==> src/rtl/slave_wr_packer.sv <==
// Purpose : packs received SPI-slave bytes into 16-bit SRAM input-FIFO write requests.
// Latency : a byte pushed into empty staging in IDLE raises slave_write one cycle later.
// Backpressure: 4-entry staging absorbs bytes while a request waits for slave_hint;
//           bytes arriving with staging full (and no pop that cycle) are dropped and flagged.
//
// Ports:
//   clk, rst_n          - clock; async-assert / sync-release active-low reset
//   byte_in, byte_valid - received byte and its single-cycle strobe (cannot be stalled)
//   pkt_end             - byte is the last of its packet
//   byte_ready          - staging buffer has a free entry
//   slave_write         - level write request, held until slave_hint
//   slave_data_to_sram  - word being written, stable while slave_write=1
//   slave_hint          - one-cycle completion pulse from the SRAM controller
//   fifo_i_full         - SRAM input FIFO full (status only, never drops the word)
//   words_written       - count of acknowledged words (wraps)
//   overflow_err        - sticky: a byte was dropped
//   stalled             - request pending while the SRAM input FIFO is full
//
// Optional build macro: SLAVE_PACK_TIMEOUT_EN
//   When defined, a lone high byte waiting in HALF with staging empty for
//   TIMEOUT_CYCLES consecutive cycles is flushed as {high, 8'h00}.

module slave_wr_packer #(
    parameter int TIMEOUT_CYCLES = 256
) (
    input  logic        clk,
    input  logic        rst_n,
    input  logic [7:0]  byte_in,
    input  logic        byte_valid,
    input  logic        pkt_end,
    output logic        byte_ready,
    output logic        slave_write,
    output logic [15:0] slave_data_to_sram,
    input  logic        slave_hint,
    input  logic        fifo_i_full,
    output logic [15:0] words_written,
    output logic        overflow_err,
    output logic        stalled
);

    if (TIMEOUT_CYCLES < 1) begin : g_bad_timeout
        $error("TIMEOUT_CYCLES must be at least 1");
    end

    typedef enum logic [1:0] {
        IDLE = 2'd0,
        HALF = 2'd1,
        REQ  = 2'd2
    } state_t;

    // ------------------------------------------------------------------
    // Reset synchroniser: assertion is immediate (async clear of the
    // chain propagates straight to rst_int_n), release is aligned to clk.
    // ------------------------------------------------------------------
    logic [1:0] rst_sync;
    logic       rst_int_n;

    always_ff @(posedge clk or negedge rst_n) begin
        if (!rst_n) begin
            rst_sync <= 2'b00;
        end else begin
            rst_sync <= {rst_sync[0], 1'b1};
        end
    end

    assign rst_int_n = rst_sync[1];

    // ------------------------------------------------------------------
    // Declarations
    // ------------------------------------------------------------------
    state_t      state_q;
    state_t      state_nxt;
    logic [7:0]  hi_q;
    logic [7:0]  hi_nxt;
    logic [15:0] data_q;
    logic [15:0] data_nxt;
    logic        write_q;
    logic [15:0] words_q;
    logic        ovf_q;
    logic        ack;
    logic        tmo_fire;

    localparam int STG_DEPTH = 4;

    logic [8:0]  stg_mem [STG_DEPTH];
    logic [1:0]  stg_wr_ptr;
    logic [1:0]  stg_rd_ptr;
    logic [2:0]  stg_cnt;
    logic        stg_empty;
    logic        stg_full;
    logic        stg_push;
    logic        stg_pop;
    logic        byte_drop;
    logic        ent_end;
    logic [7:0]  ent_byte;

    // ------------------------------------------------------------------
    // Staging FIFO: 4 x {pkt_end, byte}
    // ------------------------------------------------------------------
    assign stg_empty  = (stg_cnt == 3'd0);
    assign stg_full   = (stg_cnt == 3'd4);
    assign byte_ready = !stg_full;

    // The packer drains one entry per cycle whenever it is not holding a request.
    assign stg_pop   = (state_q != REQ) && !stg_empty;
    // A byte arriving at full still gets in if an entry leaves the same cycle.
    assign stg_push  = byte_valid && (!stg_full || stg_pop);
    assign byte_drop = byte_valid && !stg_push;

    assign {ent_end, ent_byte} = stg_mem[stg_rd_ptr];

    always_ff @(posedge clk) begin
        if (stg_push) begin
            stg_mem[stg_wr_ptr] <= {pkt_end, byte_in};
        end
    end

    always_ff @(posedge clk or negedge rst_int_n) begin
        if (!rst_int_n) begin
            stg_wr_ptr <= 2'd0;
            stg_rd_ptr <= 2'd0;
            stg_cnt    <= 3'd0;
        end else begin
            if (stg_push) begin
                stg_wr_ptr <= stg_wr_ptr + 2'd1;
            end
            if (stg_pop) begin
                stg_rd_ptr <= stg_rd_ptr + 2'd1;
            end
            case ({stg_push, stg_pop})
                2'b10:   stg_cnt <= stg_cnt + 3'd1;
                2'b01:   stg_cnt <= stg_cnt - 3'd1;
                default: stg_cnt <= stg_cnt;
            endcase
        end
    end

    // ------------------------------------------------------------------
    // Half-word flush timer
    // ------------------------------------------------------------------
`ifdef SLAVE_PACK_TIMEOUT_EN
    localparam int TMO_W = $clog2(TIMEOUT_CYCLES + 1);

    logic [TMO_W-1:0] tmo_cnt;

    // Fires on the TIMEOUT_CYCLES-th consecutive empty cycle spent in HALF.
    assign tmo_fire = (state_q == HALF) && stg_empty &&
                      (tmo_cnt == TMO_W'(TIMEOUT_CYCLES - 1));

    always_ff @(posedge clk or negedge rst_int_n) begin
        if (!rst_int_n) begin
            tmo_cnt <= '0;
        end else if ((state_q == HALF) && stg_empty && (state_nxt == HALF)) begin
            tmo_cnt <= tmo_cnt + TMO_W'(1);
        end else begin
            // Any pop or state change restarts the idle count.
            tmo_cnt <= '0;
        end
    end
`else
    assign tmo_fire = 1'b0;
`endif

    // ------------------------------------------------------------------
    // Packer FSM
    // ------------------------------------------------------------------
    assign ack = (state_q == REQ) && slave_hint;

    always_comb begin
        state_nxt = state_q;
        hi_nxt    = hi_q;
        data_nxt  = data_q;
        case (state_q)
            IDLE: begin
                if (!stg_empty) begin
                    if (ent_end) begin
                        data_nxt  = {ent_byte, 8'h00};
                        state_nxt = REQ;
                    end else begin
                        hi_nxt    = ent_byte;
                        state_nxt = HALF;
                    end
                end
            end
            HALF: begin
                // The second byte completes the word whatever its pkt_end says.
                if (!stg_empty) begin
                    data_nxt  = {hi_q, ent_byte};
                    state_nxt = REQ;
                end else if (tmo_fire) begin
                    data_nxt  = {hi_q, 8'h00};
                    state_nxt = REQ;
                end
            end
            REQ: begin
                // Dropping to IDLE for at least one cycle gives the SRAM
                // controller its re-arm gap before the next request.
                if (slave_hint) begin
                    state_nxt = IDLE;
                end
            end
            default: begin
                state_nxt = IDLE;
            end
        endcase
    end

    always_ff @(posedge clk or negedge rst_int_n) begin
        if (!rst_int_n) begin
            state_q <= IDLE;
            hi_q    <= 8'h00;
            data_q  <= 16'h0000;
            write_q <= 1'b0;
            words_q <= 16'h0000;
            ovf_q   <= 1'b0;
        end else begin
            state_q <= state_nxt;
            hi_q    <= hi_nxt;
            data_q  <= data_nxt;
            write_q <= (state_nxt == REQ);
            if (ack) begin
                words_q <= words_q + 16'd1;
            end
            if (byte_drop) begin
                ovf_q <= 1'b1;
            end
        end
    end

    assign slave_write        = write_q;
    assign slave_data_to_sram = data_q;
    assign words_written      = words_q;
    assign overflow_err       = ovf_q;
    // fifo_i_full only reports; the pending word is held regardless.
    assign stalled            = write_q && fifo_i_full;

endmodule

==> config.mk <==
export PLATFORM = sky130hd
export DESIGN_NAME = slave_wr_packer
export DESIGN_NICKNAME = d
export VERILOG_FILES = /design/src/rtl/slave_wr_packer.sv
export SDC_FILE = /design/constraint.sdc
export NUM_CORES = 1
export LEC_CHECK = 0
export CELL_PAD_IN_SITES_DETAIL_PLACEMENT = 0
export CELL_PAD_IN_SITES_GLOBAL_PLACEMENT = 1
export CORE_ASPECT_RATIO = 0.6
export CORE_MARGIN = 10
export CORE_UTILIZATION = 41
export DETAILED_ROUTE_END_ITERATION = 16
export PLACE_DENSITY_LB_ADDON = 0.2
export SETUP_SLACK_MARGIN = 0.2
export SLEW_MARGIN = 25
export SYNTH_ARGS = -nofsm -noshare
export SYNTH_HDL_FRONTEND = slang
export SYNTH_SLANG_ARGS = --single-unit
==> constraint.sdc <==
create_clock -name clk -period 1.7 [get_ports clk]
set_input_delay 0.17 -clock clk [delete_from_list [all_inputs] [get_ports clk]]
set_output_delay 0.17 -clock clk [all_outputs]
set_load 0.005 [all_outputs]
# Word-level counts from Yosys, hierarchy flattened
# Memories as Yosys holds them, arrays and structs flattened.
# Index checks and enable logic that the tools add are counted.
dict set report classes {
  n_addsub 5
  eq_ne 10
  n_mux 12
  n_bitwise 2
  reduce_logical 15
}
# operator n
set ops {}
lappend ops {{$mux 16} 3}
lappend ops {{$pmux 16 s2} 1}
lappend ops {{$add 16x1->16 const B} 1}
lappend ops {{$mux 2} 4}
lappend ops {{$ne 2x2->1 const B} 4}
lappend ops {{$eq 2x2->1 const B} 3}
lappend ops {{$pmux 2 s3} 1}
lappend ops {{$pmux 3 s2} 1}
lappend ops {{$logic_and 1x1->1} 5}
lappend ops {{$add 2x1->2 const B} 2}
lappend ops {{$eq 2x1->1 const B} 2}
lappend ops {{$reduce_and 4->1} 1}
lappend ops {{$reduce_bool 2->1} 2}
lappend ops {{$add 3x1->3 const B} 1}
lappend ops {{$eq 3x3->1 const B} 1}
lappend ops {{$logic_not 1->1} 3}
lappend ops {{$logic_not 3->1} 1}
lappend ops {{$reduce_and 3->1} 1}
lappend ops {{$sub 3x1->3 const B} 1}
lappend ops {{$logic_not 2->1} 1}
lappend ops {{$mux 1} 2}
lappend ops {{$not 1->1} 2}
lappend ops {{$logic_or 1x1->1} 1}
dict set report totals {
  regBits 53
  mem_bits_rw 36
  output_inout_bits 36
  wordCells 55
  n_memories 1
}
# memory words word_bits read_ports rd_ports_with_merged_regs write_ports line_no
set mem_list {}
lappend mem_list {stg_mem 4 9 1 0 1 85} ;# logic [8:0] stg_mem [STG_DEPTH];

# Depth between registers and ports, before layout
# Gate-level depths: netlist of the first run.
dict set report logic_depth {
  ltp_word 7
  mapped_depth 8
  mapped_depth_nobuf 7
}

# Worst setup path before layout of the first run
# OpenSTA, ideal clock, no wires.
dict set report synth_path {
  path_type {reg-to-reg}
  startpoint {register state_q[1]}
  endpoint {register stg_cnt[2]}
  setup_time_ps 124
  arrival_time_ps 1778
  setup_slack_ps -202
  path_stages_with_launch 9
  n_path_buf 1
  period_less_slack_ps 1902
  path_cell_list {dfrtp_1 buf_2 nor2b_1 nor2_2 nand2_1 fa_1 o21ba_2 a22oi_1 xnor2_1}
}
dict set report synth_between {
  elab_chain_len 6
  elab_cells_between_ends 8
  cone_classes {eq/ne: 3; mux: 1; reduce/logical: 4}
}
# element line_no
set synth_lines {}
lappend synth_lines {{start, declared} 71} ;# state_t state_q;
lappend synth_lines {{start signal, assigned} 217} ;# state_q <= state_nxt;
lappend synth_lines {{$ne 2x2->1 *} 105} ;# assign stg_pop = (state_q != REQ) && !stg_empty;
lappend synth_lines {{$logic_and 1x1->1 *} 105}
lappend synth_lines {{$logic_or 1x1->1} 107} ;# assign stg_push = byte_valid && (!stg_full || stg_pop);
lappend synth_lines {{$logic_and 1x1->1} 107}
lappend synth_lines {{$eq 2x1->1 / $eq 2x2->1 (equally long branches)} 130} ;# case ({stg_push, stg_pop})
lappend synth_lines {{$pmux 3 s2 / $reduce_bool 2->1 (equally long branches)} -}
lappend synth_lines {{end signal, assigned} 131} ;# 2'b10: stg_cnt <= stg_cnt + 3'd1;
lappend synth_lines {{end signal, assigned} 132} ;# 2'b01: stg_cnt <= stg_cnt - 3'd1;
lappend synth_lines {{end signal, assigned} 133} ;# default: stg_cnt <= stg_cnt;
lappend synth_lines {{end, declared} 88} ;# logic [2:0] stg_cnt;
# Every way passes the cells marked *; elsewhere a longest branch is shown, timed or not.
# A chain may end at the register's enable or synchronous reset.

# Final worst setup path of the first run
dict set report layout_path {
  startpoint {register stg_cnt[0]}
  endpoint {register stg_cnt[2]}
}
dict set report layout_between {
  elab_chain_len 7
  elab_cells_between_ends 13
  cone_classes {add/sub: 2; eq/ne: 3; mux: 1; reduce/logical: 7}
}
# element line_no
set layout_lines {}
lappend layout_lines {{$logic_not 3->1} 100} ;# assign stg_empty = (stg_cnt == 3'd0);
lappend layout_lines {{$logic_not 1->1} -}
lappend layout_lines {{$logic_and 1x1->1} 105}
lappend layout_lines {{$logic_or 1x1->1} 107}
lappend layout_lines {{$logic_and 1x1->1} 107}
lappend layout_lines {{$eq 2x1->1 / $eq 2x2->1 (equally long branches)} 130}
lappend layout_lines {{$pmux 3 s2 / $reduce_bool 2->1 (equally long branches)} -}
# Parallel ways exist; a longest one is shown, timed or not.

==> results of run 1 <==
[timing repair]
item	in CTS	in global routing
pin swaps	4	3
gates resized for setup	35	29
setup buffers	11	7
hold endpoints to repair	2	0
setup endpoints to repair	65	76
hold buffers	1	0
gates cloned	0	0
[flip-flops by register name, summed over array words and instances, names as in the netlist]
signal / count
slave_data_to_sram: 16
stg_mem: 36
state_q: 2
stg_wr_ptr: 2
slave_write: 1
stg_rd_ptr: 2
hi_q: 8
overflow_err: 1
stg_cnt: 3
rst_sync: 2
words_written: 16
[worst reg2reg max path: stages (launching register included)]
cell and delay [ns]:
dfrtp_1 0.36, buf_4 0.13, nor3_4 0.04, nor2_4 0.10, nand2_2 0.06, fa_2 0.33
o21ba_2 0.23, a22oi_1 0.09, xnor2_1 0.13
[worst max-delay path by stage]
stage	from	end	slack [ns]	depth (start not counted)
after floorplan	state_q[1]	stg_cnt[2]	-0.05	8
after global placement	byte_valid	stg_cnt[2]	-0.004	7
after detailed placement	byte_valid	stg_cnt[2]	-0.03	7
after CTS	stg_cnt[0]	byte_ready	0.11	5
after global routing	state_q[1]	stg_cnt[2]	0.07	7
final	stg_cnt[0]	stg_cnt[2]	0.12	8
[report_power, final]
group	internal (uW)	total [uW]	switching [uW]
sequential	2940	3370	422
combinational	2770	4780	2000
clock	1150	1990	835
[per-stage QoR]
step	instances	total power (uW)	hold WS, ns
floorplan	293	5860	-0.126
finish	524	10100	0.257
global placement	489	7400	0.266
global route	524	10800	0.298
detailed placement	489	7470	0.283
CTS	517	9890	0.284
[cell type report]
class                   count  area [sq um]  area share, %
repair buffers             96           915           16.7
multi-input cells         170          1600           29.1
clock inverters             7          77.6           1.42
inverters                  23          86.3           1.58
clock buffers               9           225           4.11
well taps                 130           163           2.97
flip-flops and latches     89          2420           44.1
[cell usage after synthesis (2+ instances only)]
cell | number | area, sq um
dfrtp_1 | 53 | 1330
mux2i_1 | 42 | 420
edfxtp_1 | 36 | 1080
inv_1 | 23 | 86.3
nand2_1 | 18 | 67.6
nor2_1 | 15 | 56.3
xnor2_1 | 15 | 131
and3_1 | 11 | 68.8
a211o_1 | 8 | 70.1
mux2_4 | 8 | 120
xor2_1 | 6 | 52.6
and2_1 | 5 | 31.3
buf_2 | 5 | 25.0
ha_1 | 5 | 62.6
buf_6 | 4 | 45.0
nand3_1 | 4 | 20.0
nor2b_1 | 4 | 25.0
a22oi_1 | 3 | 22.5
nand4_1 | 3 | 18.8
nand2b_1 | 2 | 12.5
[layer usage]
layer	part of all wire [%]	wire [um]
met1	50	4130
met5	0	0
met2	44	3590
met4	0.81	67
met3	5.6	462
[cell families (layout without fill, tap and decap cells)]
| kind of cell | count (synthesis) | count (layout) | synth area share (%) |
|---|---|---|---|
| flops | 89 | 89 | 60.7 |
| compound gates | 18 | 18 | 4.04 |
| fa+ha+maj | 6 | 6 | 2.08 |
| other cells | 1 | 1 | 0.0946 |
| simple gates | 72 | 72 | 9.94 |
| xor+xnor | 21 | 21 | 4.64 |
| buf+inv | 34 | 135 | 4.23 |
| mux | 52 | 52 | 14.3 |
==> key figures, run 1 <==
Global routing
  – GRT overflow: 0
  – Met3 usage: around 4.5%
  – Global-route wire length before repair: between 10,000 and 15,000 um
  – Number of antenna violations at the first check in global routing: 0
  – Met1 Use GR: between 10% and 20%
  – Global route hottest layer: met2
  – Largest net degree at the start of global routing: 52
  – Vias in the first global route: 2,523
  – Met2 Use GR: around 18%
  – All-layer global routing usage: 12.2%

Critical path
  – Worst EP required: 1.92 ns
  – Slowest stage delay, CP: about 0.36 ns
  – Reg-to-reg critical path endpoint: stg_cnt[2]
  – Worst Path Buf+Inv: 1
  – FF-to-FF path depth: 8
  – CP max FO: 2
  – Critical Path Source Type: flop
  – R2R Setup Slk: roughly 0.12 ns
  – Critical path arrival: between 1.5 and 2 ns
  – Launching point of the worst reg2reg path: stg_cnt[0]
  – Highest-delay cell along the critical path: dfrtp_1
  – Setup crit end kind: flop
  – Crit-path cells: buf_4 > nor3_4 > nor2_4 > nand2_2 > fa_2 > o21ba_2 > a22oi_1 > xnor2_1
  – Critical path class: reg2reg
  – Delay-heaviest family, CP: flip-flops

Logic synthesis
  – Mapped Area: a little under 4000 sq um
  – Syn Area/Cell: around 14 sq um
  – Yosys cell types: 43
  – Prevailing post-synth register cell: dfrtp_1
  – Synth warnings: 0
  – Post-synth EDFFs: 36
  – Post-Synthesis Cells: 293
  – Syn nets: 313
  – Async set-reset flop share out of synthesis: between 50% and 60%
  – Synthesis-stage register bit count: 89
  – Seq/Total Area, Yosys: about three fifths

Drt
  – Number of vias per cell: ~4.6
  – Via count: around 2.4k
  – Drt wl/cell: around 16 um
  – Starting DRT DRC Count: roughly 110
  – Final WL: about 8200 um
  – DRC viols: 0
  – Drt pass-1 iters: 4
  – Antenna Nets Post-Route: 0

Finish
  – Nets@finish: 409
  – Fillers: roughly 770
  – Post-route cell area: roughly 5500 sq um
  – Number of diodes: 0
  – Commonest non-fill, non-tap cells in the layout: 45 x dfrtp_1, 45 x clkdlybuf4s50_1, 36 x buf_4, 36 x edfxtp_1, 27 x mux2i_1
  – Final Util: between 50% and 60%
  – Share of cells above drive strength 1: 30.5%
  – Area Growth Syn to Fin: 38.2%

Timing
  – Final Hold Viols: 0
  – Slew Viols, Final: 0
  – Setup ws final: 0.118 ns
  – Fin crit share: between 90% and 100%
  – Clk_skew: around 0.0047 ns
  – Fin Setup TNS: 0 ns
  – RSZ-0062 raised after global routing: true
  – Min cycle time layout: 1.58 ns
  – Max Fclk: around 630 MHz
  – Final count of negative-setup-slack endpoints: 0

Placement
  – Gp weighted congestion: roughly 0.75
  – DP Area: between 4000 and 5000 sq um
  – Post-DP HPWL: 5830 um
  – Setup Slack @ Placement: -0.0284 ns
  – IO buf count: 49

Clock network
  – CTS Root Cell: clkbuf_16
  – Clk pin slew, worst setup/hold paths: approximately 0.06 ns
  – Clk sinks: 89
  – CTS tree: built
  – Worst-Skew Late Latency: roughly 0.34 ns
  – H-tree Lvls: 3
  – Clk buf depth: 2
  – CTS buffer count: 9

Floorplanning
  – Die Ht: approximately 96 um
  – Starting Density: 42.7%
  – Die W: around 150 um
  – Cell Rows: 27
  – Die area: around 14,000 sq um
  – IO Pins: 50
  – Core Area: roughly 9300 sq um

Run status
  – Outcome: finished clean

Min path
  – Hold Crit Class: reg2async

Pwr
  – Peak VDD IR: 762 uV
  – LEAKAGE: approximately 0.0025 uW
  – Power Dens Cells: between 1500 and 2000 nW/um^2

Flow run
  – Max Cap Viol: 0
Note: power is estimated with default switching activity, not from simulation.
==> run 2, diff against run 1 <==
Settings changed: CAP_MARGIN from default to 20.
==> results of run 2 <==
No change in the layout: final DEF, timing and power equal those of run 1.
==> run 3, diff against run 2 <==
Settings changed: MAX_ROUTING_LAYER from default to met4.
==> key figures, run 3 (synthesis gave the netlist of run 1 again) <==
Clock network
  – Clk buf depth: 2
  – Clk sinks: 89
  – CTS buffer count: 9
  – Clk pin slew, worst setup/hold paths: approximately 0.06 ns
  – CTS tree: built
  – H-tree Lvls: 3
  – Worst-Skew Late Latency: between 0.3 and 0.4 ns
  – CTS Root Cell: clkbuf_16

Critical path
  – Launching point of the worst reg2reg path: stg_cnt[0]
  – Critical path arrival: about 1.8 ns
  – Worst EP required: around 1.9 ns
  – Critical path class: reg2reg
  – CP max FO: 2
  – Critical Path Source Type: flop
  – FF-to-FF path depth: 8
  – Reg-to-reg critical path endpoint: stg_cnt[2]
  – R2R Setup Slk: 0.12 ns
  – Setup crit end kind: flop

Min path
  – Hold Crit Class: reg2async

Timing
  – Hold WS: between 0.2 and 0.3 ns
  – Slew Viols, Final: 0
  – Min cycle time layout: 1.58 ns
  – Clk_skew: 0.00466 ns
  – Final Hold Viols: 0
  – Fin crit share: 93.1%
  – RSZ-0062 raised after global routing: true
  – Max Fclk: 632 MHz
  – Final count of negative-setup-slack endpoints: 0

Finish
  – Max reg flops: 36
  – Fillers: 773
  – Post-route cell area: approximately 5500 sq um
  – Number of diodes: 0
  – Most flop-heavy register: stg_mem
  – Commonest non-fill, non-tap cells in the layout: 45 x dfrtp_1, 45 x clkdlybuf4s50_1, 36 x buf_4, 36 x edfxtp_1, 27 x mux2i_1
  – Area Growth Syn to Fin: 38.2%
  – Final Util: around 59%
  – Share of cells above drive strength 1: ~30%
  – Nets@finish: roughly 410

Pwr
  – Clk pwr share: about a fifth
  – Tot Pwr: approximately 10,000 uW
  – Flop pwr share: about a third
  – Sw Ratio: around a third
  – Int Power: around 6900 uW
  – Logic pwr share: 47.1%
  – Switch Pwr: 3260 uW
  – LEAKAGE: 0.00245 uW
  – Peak VDD IR: 762 uV
  – Power Dens Cells: about 1800 nW/um^2

Floorplanning
  – Core Area: approximately 9300 sq um
  – Die W: 147 um
  – Die area: roughly 14,000 sq um
  – Die Ht: roughly 96 um
  – IO Pins: 50
  – Cell Rows: 27
  – Starting Density: 42.7%

Run status
  – Outcome: finished clean

Drt
  – Final WL: roughly 8000 um
  – Drt pass-1 iters: 4
  – Starting DRT DRC Count: roughly 120
  – Antenna Nets Post-Route: 0
  – Drt wl/cell: 15.7 um
  – Number of vias per cell: between 4 and 5
  – Via count: 2,419
  – DRC viols: 0

Global routing
  – Largest net degree at the start of global routing: 52
  – GRT overflow: 0
  – Global-route wire length before repair: 13,500 um
  – Number of antenna violations at the first check in global routing: 0
  – Vias in the first global route: approximately 2.5k
  – All-layer global routing usage: roughly an eighth

Flow run
  – Max Cap Viol: 0

Placement
  – DP Area: slightly below 5000 sq um
  – Gp weighted congestion: approximately 0.76
  – IO buf count: slightly below 50
  – Post-DP HPWL: 5830 um
==> run 3: cell counts in the layout (fill, tap and decap cells not counted) <==
No cell type changed its count.
==> run 3: area by class of cell <==
class,count,area (sq um),share of cell area (%)
repair buffers,96,915,16.7
clock inverters,7,77.6,1.42
well taps,130,163,2.97
multi-input cells,170,1600,29.1
flip-flops and latches,89,2420,44.1
inverters,23,86.3,1.58
clock buffers,9,225,4.11
==> run 3: power by group through the flow <==
stage	registers, uW	logic (uW)	clock network (uW)
finish	3370	4770	1990
global route	3450	5200	2130
CTS	3350	4500	2040
detailed placement	3360	4110	0
global placement	3350	4050	0
floorplan	3310	2550	0
==> run 3: repair_timing <==
| action | 4_1_cts | 5_1_grt |
|---|---|---|
| gates resized for setup | 35 | 29 |
| hold buffers | 1 | 0 |
| endpoints found under the setup margin | 65 | 76 |
| buffers inserted | 11 | 7 |
| pin swaps | 4 | 3 |
| hold endpoints to repair | 2 | 0 |
==> run 3: how the worst max path moves through the flow <==
stage | from | end | slack [ns]
detailed placement | byte_valid | stg_cnt[2] | -0.03
global route | state_q[1] | stg_cnt[2] | 0.07
CTS | stg_cnt[0] | byte_ready | 0.11
global placement | byte_valid | stg_cnt[2] | -0.004
finish | stg_cnt[0] | stg_cnt[2] | 0.12
floorplan | state_q[1] | stg_cnt[2] | -0.05
==> run 3: per-layer routing <==
layer / part of all wire, % / track usage, %
met5: 0 / -
met4: 1.1 / 3.69
met3: 5.3 / 4.22
met2: 43 / 18.1
met1: 50 / 16.6
==> run 3: through the flow <==
stage                     setup WS [ns]  setup TNS (ns)  std cells
after detailed placement        -0.0284         -0.0637        489
after global routing             0.0739               0        524
after global placement         -0.00356        -0.00356        489
after CTS                         0.114               0        517
after floorplan                 -0.0505         -0.0505        293
final                             0.117               0        524
==> run 3: critical path, stage by stage (launching register included) <==
cell     delay (ns)
dfrtp_1        0.36
buf_4          0.13
nor3_4         0.04
nor2_4         0.10
nand2_2        0.06
fa_2           0.33
o21ba_2        0.23
a22oi_1        0.09
xnor2_1        0.13
